### config.mk
export PLATFORM = sky130hd
export DESIGN_NAME = shift_cmd_sequencer
export DESIGN_NICKNAME = d
export VERILOG_FILES = /design/src/rtl/shift_cmd_sequencer_pkg.sv /design/src/rtl/shift_cmd_fifo.sv /design/src/rtl/shift_cmd_sequencer.sv
export SDC_FILE = /design/constraint.sdc
export NUM_CORES = 1
export LEC_CHECK = 0
export ABC_AREA = 1
export CAP_MARGIN = 10
export CORE_MARGIN = 2
export CORE_UTILIZATION = 50
export CTS_BUF_LIST = sky130_fd_sc_hd__clkbuf_16
export DETAILED_ROUTE_END_ITERATION = 16
export PLACE_DENSITY_LB_ADDON = 0.15
export RECOVER_POWER = 25
export SLEW_MARGIN = 20
export SYNTH_ARGS = -nofsm -noshare
export SYNTH_HDL_FRONTEND = slang
export SYNTH_HIERARCHICAL = 1
export SYNTH_SLANG_ARGS = --single-unit
### constraint.sdc
create_clock -name clk -period 2.6 [get_ports clk]
set_clock_uncertainty 0.15 [all_clocks]
set_input_delay 0.52 -clock clk [delete_from_list [all_inputs] [get_ports clk]]
set_output_delay 0.52 -clock clk [all_outputs]
set_load 0.02 [all_outputs]
### src/rtl/shift_cmd_sequencer_pkg.sv
// Shared definitions for the shift command sequencer: opcodes, FSM states,
// command record layout and default widths.
package shift_cmd_sequencer_pkg;

    localparam int DEF_WIDTH = 16;
    localparam int DEF_SHW   = 4;

    // Shift register opcodes; codes 5..7 are illegal
    localparam logic [2:0] LOAD       = 3'd0;
    localparam logic [2:0] LOG_RIGHT  = 3'd1;
    localparam logic [2:0] LOG_LEFT   = 3'd2;
    localparam logic [2:0] ARIF_RIGHT = 3'd3;
    localparam logic [2:0] ARIF_LEFT  = 3'd4;

    typedef enum logic [1:0] {
        IDLE  = 2'd0,
        DRIVE = 2'd1,
        RESP  = 2'd2
    } state_t;

    // Command record as stored in the FIFO: {op, data, amt}
    typedef struct packed {
        logic [2:0]           op;
        logic [DEF_WIDTH-1:0] data;
        logic [DEF_SHW-1:0]   amt;
    } cmd_t;

    function automatic logic op_legal(input logic [2:0] op);
        return (op <= ARIF_LEFT);
    endfunction

endpackage

### src/rtl/shift_cmd_fifo.sv
// Synchronous command FIFO, show-ahead read port, full/empty flags.
// DEPTH must be a power of two (>= 2) so the pointers wrap naturally.
module shift_cmd_fifo #(
    parameter int DEPTH = 4,
    parameter int W     = 23
) (
    input  logic         clk,
    input  logic         res,
    input  logic         push,
    input  logic [W-1:0] wr_data,
    input  logic         pop,
    output logic [W-1:0] rd_data,
    output logic         full,
    output logic         empty
);

    localparam int AW = $clog2(DEPTH);

    logic [W-1:0]  mem_q [DEPTH];
    logic [AW-1:0] wr_ptr_q, wr_ptr_d;
    logic [AW-1:0] rd_ptr_q, rd_ptr_d;
    logic [AW:0]   cnt_q, cnt_d;
    logic          do_push, do_pop;

    assign full    = (cnt_q == (AW+1)'(DEPTH));
    assign empty   = (cnt_q == '0);
    assign do_push = push && !full;
    assign do_pop  = pop && !empty;
    assign rd_data = mem_q[rd_ptr_q];

    // Next pointers and occupancy; simultaneous push and pop leave the count unchanged
    always_comb begin
        wr_ptr_d = wr_ptr_q;
        rd_ptr_d = rd_ptr_q;
        cnt_d    = cnt_q;
        if (do_push) wr_ptr_d = wr_ptr_q + AW'(1);
        if (do_pop)  rd_ptr_d = rd_ptr_q + AW'(1);
        if (do_push && !do_pop)      cnt_d = cnt_q + (AW+1)'(1);
        else if (!do_push && do_pop) cnt_d = cnt_q - (AW+1)'(1);
    end

    // Control state, cleared asynchronously
    always_ff @(posedge clk or negedge res) begin
        if (!res) begin
            wr_ptr_q <= '0;
            rd_ptr_q <= '0;
            cnt_q    <= '0;
        end else begin
            wr_ptr_q <= wr_ptr_d;
            rd_ptr_q <= rd_ptr_d;
            cnt_q    <= cnt_d;
        end
    end

    // Storage array, no reset needed since reads are gated by empty
    always_ff @(posedge clk) begin
        if (do_push) mem_q[wr_ptr_q] <= wr_data;
    end

endmodule

### src/rtl/shift_cmd_sequencer.sv
// Command sequencer in front of the 16-bit shift register: queues commands,
// drives reg_set/reg_d/reg_m, waits SETTLE_CYC edges, returns reg_q.
// Optional build macro SEQ_CHECK_EN adds a result model and sticky chk_err.
module shift_cmd_sequencer
    import shift_cmd_sequencer_pkg::*;
#(
    parameter int WIDTH      = DEF_WIDTH,
    parameter int SHW        = DEF_SHW,
    parameter int DEPTH      = 4,
    parameter int SETTLE_CYC = 2
) (
    input  logic             clk,
    input  logic             res,
    input  logic             cmd_valid,
    output logic             cmd_ready,
    input  logic [2:0]       cmd_op,
    input  logic [WIDTH-1:0] cmd_data,
    input  logic [SHW-1:0]   cmd_amt,
    output logic [2:0]       reg_set,
    output logic [WIDTH-1:0] reg_d,
    output logic [SHW-1:0]   reg_m,
    input  logic [WIDTH-1:0] reg_q,
    output logic             rsp_valid,
    input  logic             rsp_ready,
    output logic [WIDTH-1:0] rsp_data,
    output logic [2:0]       rsp_op,
    output logic             rsp_err,
    output logic             busy,
    output logic             chk_err
);

    localparam int CMD_W = 3 + WIDTH + SHW;
    localparam int CNT_W = $clog2(SETTLE_CYC + 1);
    localparam logic [CNT_W-1:0] CNT_LAST = CNT_W'(SETTLE_CYC - 1);

    logic [CMD_W-1:0] head;
    logic [2:0]       head_op;
    logic [WIDTH-1:0] head_data;
    logic [SHW-1:0]   head_amt;
    logic             fifo_full, fifo_empty, fifo_pop;
    logic             capture;

    state_t           state_q, state_d;
    logic [CNT_W-1:0] cnt_q, cnt_d;
    logic [2:0]       reg_set_q, reg_set_d;
    logic [WIDTH-1:0] reg_d_q, reg_d_d;
    logic [SHW-1:0]   reg_m_q, reg_m_d;
    logic [WIDTH-1:0] rsp_data_q, rsp_data_d;
    logic [2:0]       rsp_op_q, rsp_op_d;
    logic             rsp_err_q, rsp_err_d;

    shift_cmd_fifo #(
        .DEPTH (DEPTH),
        .W     (CMD_W)
    ) u_fifo (
        .clk     (clk),
        .res     (res),
        .push    (cmd_valid),
        .wr_data ({cmd_op, cmd_data, cmd_amt}),
        .pop     (fifo_pop),
        .rd_data (head),
        .full    (fifo_full),
        .empty   (fifo_empty)
    );

    assign head_op   = head[CMD_W-1 -: 3];
    assign head_data = head[SHW +: WIDTH];
    assign head_amt  = head[SHW-1:0];

    assign cmd_ready = !fifo_full;
    assign capture   = (state_q == DRIVE) && (cnt_q == CNT_LAST);
    assign busy      = (state_q != IDLE) || !fifo_empty;
    assign rsp_valid = (state_q == RESP);
    assign reg_set   = reg_set_q;
    assign reg_d     = reg_d_q;
    assign reg_m     = reg_m_q;
    assign rsp_data  = rsp_data_q;
    assign rsp_op    = rsp_op_q;
    assign rsp_err   = rsp_err_q;

    // Next-state and output logic; reg_* only change when a legal command is issued
    always_comb begin
        state_d    = state_q;
        cnt_d      = cnt_q;
        reg_set_d  = reg_set_q;
        reg_d_d    = reg_d_q;
        reg_m_d    = reg_m_q;
        rsp_data_d = rsp_data_q;
        rsp_op_d   = rsp_op_q;
        rsp_err_d  = rsp_err_q;
        fifo_pop   = 1'b0;
        case (state_q)
            IDLE: begin
                if (!fifo_empty) begin
                    fifo_pop = 1'b1;
                    if (op_legal(head_op)) begin
                        reg_set_d = head_op;
                        reg_d_d   = head_data;
                        reg_m_d   = head_amt;
                        cnt_d     = '0;
                        state_d   = DRIVE;
                    end else begin
                        rsp_data_d = '0;
                        rsp_op_d   = head_op;
                        rsp_err_d  = 1'b1;
                        state_d    = RESP;
                    end
                end
            end
            DRIVE: begin
                cnt_d = cnt_q + CNT_W'(1);
                if (capture) begin
                    rsp_data_d = reg_q;
                    rsp_op_d   = reg_set_q;
                    rsp_err_d  = 1'b0;
                    state_d    = RESP;
                end
            end
            RESP: begin
                if (rsp_ready) state_d = IDLE;
            end
            default: state_d = IDLE;
        endcase
    end

    // State and output registers, cleared asynchronously
    always_ff @(posedge clk or negedge res) begin
        if (!res) begin
            state_q    <= IDLE;
            cnt_q      <= '0;
            reg_set_q  <= '0;
            reg_d_q    <= '0;
            reg_m_q    <= '0;
            rsp_data_q <= '0;
            rsp_op_q   <= '0;
            rsp_err_q  <= 1'b0;
        end else begin
            state_q    <= state_d;
            cnt_q      <= cnt_d;
            reg_set_q  <= reg_set_d;
            reg_d_q    <= reg_d_d;
            reg_m_q    <= reg_m_d;
            rsp_data_q <= rsp_data_d;
            rsp_op_q   <= rsp_op_d;
            rsp_err_q  <= rsp_err_d;
        end
    end

`ifdef SEQ_CHECK_EN
    logic chk_err_q, chk_err_d;

    function automatic logic [WIDTH-1:0] expect_result(
        input logic [2:0]       op,
        input logic [WIDTH-1:0] d,
        input logic [SHW-1:0]   m
    );
        case (op)
            LOAD:                expect_result = d;
            LOG_RIGHT:           expect_result = d >> m;
            LOG_LEFT, ARIF_LEFT: expect_result = d << m;
            ARIF_RIGHT:          expect_result = $unsigned($signed(d) >>> m);
            default:             expect_result = d;
        endcase
    endfunction

    // Sticky mismatch flag, compared against the still-held command at capture
    always_comb begin
        chk_err_d = chk_err_q;
        if (capture && (expect_result(reg_set_q, reg_d_q, reg_m_q) != reg_q))
            chk_err_d = 1'b1;
    end

    // Mismatch flag register, cleared only by reset
    always_ff @(posedge clk or negedge res) begin
        if (!res) chk_err_q <= 1'b0;
        else      chk_err_q <= chk_err_d;
    end

    assign chk_err = chk_err_q;
`else
    assign chk_err = 1'b0;
`endif

endmodule

==> metrics.md <==
| Metric | Value |
|---|---|
| Status | `finished, final reports clean` |
| Switch Pwr | `3.62 mW` |
| DRC marker count from the first detailed-route iteration | `306` |
| Hpwl dp | `between 7000 and 8000 µm` |
| Clk slew on worst S/H paths | `0.06 ns` |
| CP Capture Type | `primary output` |
| Drt first pass iters | `4` |
| Clock Sinks | `roughly 150` |
| Critical Path Max Stage Delay | `0.63 ns` |
| Core area | `0.0121 mm²` |
| Most common cell after layout, fill and taps aside | `nand2_1` |
| Internal Power | `slightly above 6 mW` |
| Critical Path AT | `1.75 ns` |
| EDFF count, synth | `92` |
| Reg2reg path depth | `10` |
| Vias in the first global route | `4064` |
| Net count reported at finish | `approximately 700` |
| Part of the power in combinational logic | `0.401` |
| GP Congestion | `0.828` |
| Synthesized Nets | `a little over 600` |
| R2R Path End | `u_fifo/cnt_q[1]$_DFFE_PN0P_` |
| Synth Cell Area | `roughly 0.0062 mm²` |
| Pwr/cell area | `1240 mW/mm²` |
| # IOs | `90` |
| Clk buf depth | `2` |
| Die area | `0.0133 mm²` |
| Fmax | `414 MHz` |
| RSZ-0062 raised after global routing | `false` |
| Die Ht | `115 µm` |
| Worst endpoint required time | `1.93 ns` |
| Endpoints failing setup | `0` |
| Cell Chain, Critical Path | `inv_2, nor2_1, clkdlybuf4s50_1` |
| Post-CTS Repair Setup Buffers | `0` |
| Startpoint Class | `flip-flop` |
| Minimum clock period | `2.42 ns` |
| Crit path max fanout | `4` |
| Total of max-cap violations | `0` |
| Initial antenna violation count | `0` |
| Antenna fix cells | `0` |
| Ys Warns | `6` |
| Hold Slack | `0.115 ns` |
| Fraction of registers with async set/reset | `0.370` |
| Layout cells sized above 1 | `0.102` |
| Synth Register Bits | `146` |
| Post-synth cell types | `30` |
| Yosys top cell area share | `0.447` |
| Drt wl/cell | `14.4 µm` |
| DRC | `0` |
| Total CTS buffers | `17` |
| First-pass GRT wire length | `19900 µm` |
| Clock power share | `0.238` |
| Synth Area per Inst | `11.1 µm²` |
| Worst-path cell with the longest stage delay | `clkdlybuf4s50_1` |
| Worst VDD drop | `0.475 mV` |
| Routed WL | `12000 µm` |
| Main synth FF type | `edfxtp_1` |
| Skew-Pair Late Insertion Delay | `roughly 0.41 ns` |
| Slew Limit Fails | `0` |
| R2r startpoint | `u_fifo/cnt_q[0]$_DFFE_PN0P_` |
| R2R Setup Slk | `roughly 0.29 ns` |
| Final Hold Fails | `0` |
| Sequential power share | `0.361` |
| Worst min path class | `in -> async` |
| Worst setup endpoint | `rsp_valid` |
| Switching share of power | `0.374` |
| Initial Utilization | `0.512` |
| Part of the Yosys area used for sequential elements | `0.666` |
| Via/cell ratio | `4.89` |
| CTS tree | `yes` |
| Slew HR | `0.360` |
| Yosys top cell by area | `edfxtp_1` |
| Fin crit share | `0.929` |
| Slew @ Worst Pin | `0.960 ns` |
| Commonest non-fill, non-tap cells in the layout | `nand2_1, inv_1, edfxtp_1` |
| IO Port Bufs | `88` |
| Chip Width | `115 µm` |
| Congestion Overflow GR | `0` |
| CTS root buf | `clkbuf_16` |
| Setup CP Type | `reg -> out` |
| Setup_tns | `0 ns` |
| Htree depth | `4` |
| Lkg Pwr | `3.44 nW` |
| Largest net degree at the start of global routing | `63` |
| DR vias | `4077` |
| GRT Overall Usage | `0.197` |
| Final ANT Viol Nets | `0` |
| Area Growth Syn to Fin | `26.0%` |
| Row count | `40` |
| Area contributors post-synth | `edfxtp_1, dfrtp_1, nand2_1` |
| CP Launch Point | `state_q[1]$_DFFE_PN0P_` |
| Syn Inst Count | `558` |
per-stage QoR:
step,instances,util,total power [mW],setup slack (ns),instance area [µm²]
6_report,834,0.646,9.67,0.185,7790
5_1_grt,834,0.646,10.4,0.0431,7790
4_1_cts,834,0.646,9.80,0.175,7790
3_5_place_dp,802,0.598,7.46,0.274,7220
3_3_place_gp,802,0.598,7.35,0.318,7220
2_1_floorplan,558,-,6.25,0.338,6180
critical path, delay by kind of cell, from the launching register on:
kind                   cells  cell delay, ns
and+or+nand+nor            1            0.16
buffers and inverters      2            0.72
DFF                        1            0.46
how the worst min path moves through the flow:
stage	slack, ns	end	cells after the start	start
floorplan	0.07	cnt_q[0]$_DFFE_PN0P_	0	res
global placement	0.30	rsp_data[9]$_DFFE_PN0P_	2	rsp_data[9]$_DFFE_PN0P_
detailed placement	0.31	rsp_data[13]$_DFFE_PN0P_	2	rsp_data[13]$_DFFE_PN0P_
CTS	0.13	rsp_data[15]$_DFFE_PN0P_	1	res
global route	0.18	u_fifo/cnt_q[1]$_DFFE_PN0P_	1	res
finish	0.12	u_fifo/cnt_q[1]$_DFFE_PN0P_	1	res
repair_timing:
action / 4_1_cts / 5_1_grt
resized for setup: 1 / 0
endpoints found under the setup margin: 1 / 0
endpoints found under the hold margin: 0 / 0
hold buffers: 0 / 0
state kept, by name (all words and copies together) (netlist names):
name	flops
reg_m	4
state_q	2
u_fifo/rd_ptr_q	2
rsp_data	16
u_fifo/wr_ptr_q	2
rsp_op	3
u_fifo/mem_q	92
rsp_err	1
cnt_q	2
u_fifo/cnt_q	3
reg_set	3
reg_d	16
synthesized netlist by cell type (2+ instances only):
master	n
buf_2	3
buf_4	5
buf_6	12
clkbuf_1	3
dfrtp_1	54
edfxtp_1	92
ha_1	6
inv_1	89
inv_2	3
nand2_1	167
nand2_2	3
nand3_1	29
nand3b_1	2
nor2_1	5
o211ai_1	46
o21ai_0	2
o21ai_1	14
o21ai_2	10
or2_2	2
area by class of cell:
| type | instances | area, µm² |
|---|---|---|
| Fill cell | 973 | 4270 |
| Inverter | 93 | 352 |
| Clock inverter | 15 | 146 |
| Sequential cell | 146 | 4110 |
| Tap cell | 168 | 210 |
| Timing Repair Buffer | 101 | 1030 |
| Clock buffer | 17 | 425 |
| Multi-Input combinational cell | 294 | 1510 |
power by group through the flow:
stage	Clock, mW	Combinational [mW]	Sequential (mW)
floorplan	0	2.43	3.81
global placement	0	3.84	3.51
detailed placement	0	3.92	3.53
CTS	2.36	3.95	3.49
global route	2.47	4.36	3.55
finish	2.31	3.88	3.49
cells by family after synthesis:
| logic type | synth area share |
|---|---|
| compound gates | 0.0838 |
| xor+xnor | 0.00142 |
| fa+ha+maj | 0.0154 |
| buf+inv | 0.0923 |
| flops | 0.666 |
| other cells | 0.000607 |
| simple gates | 0.141 |
per-layer routing:
metal	track usage	routed length, µm	vias up
met5	0	0	-
met4	0.0811	87	0
met3	0.0517	700	6
met2	0.324	5850	115
met1	0.251	5360	1927
li1	-	-	2029
No activity file was read; power rests on OpenSTA's default activity.
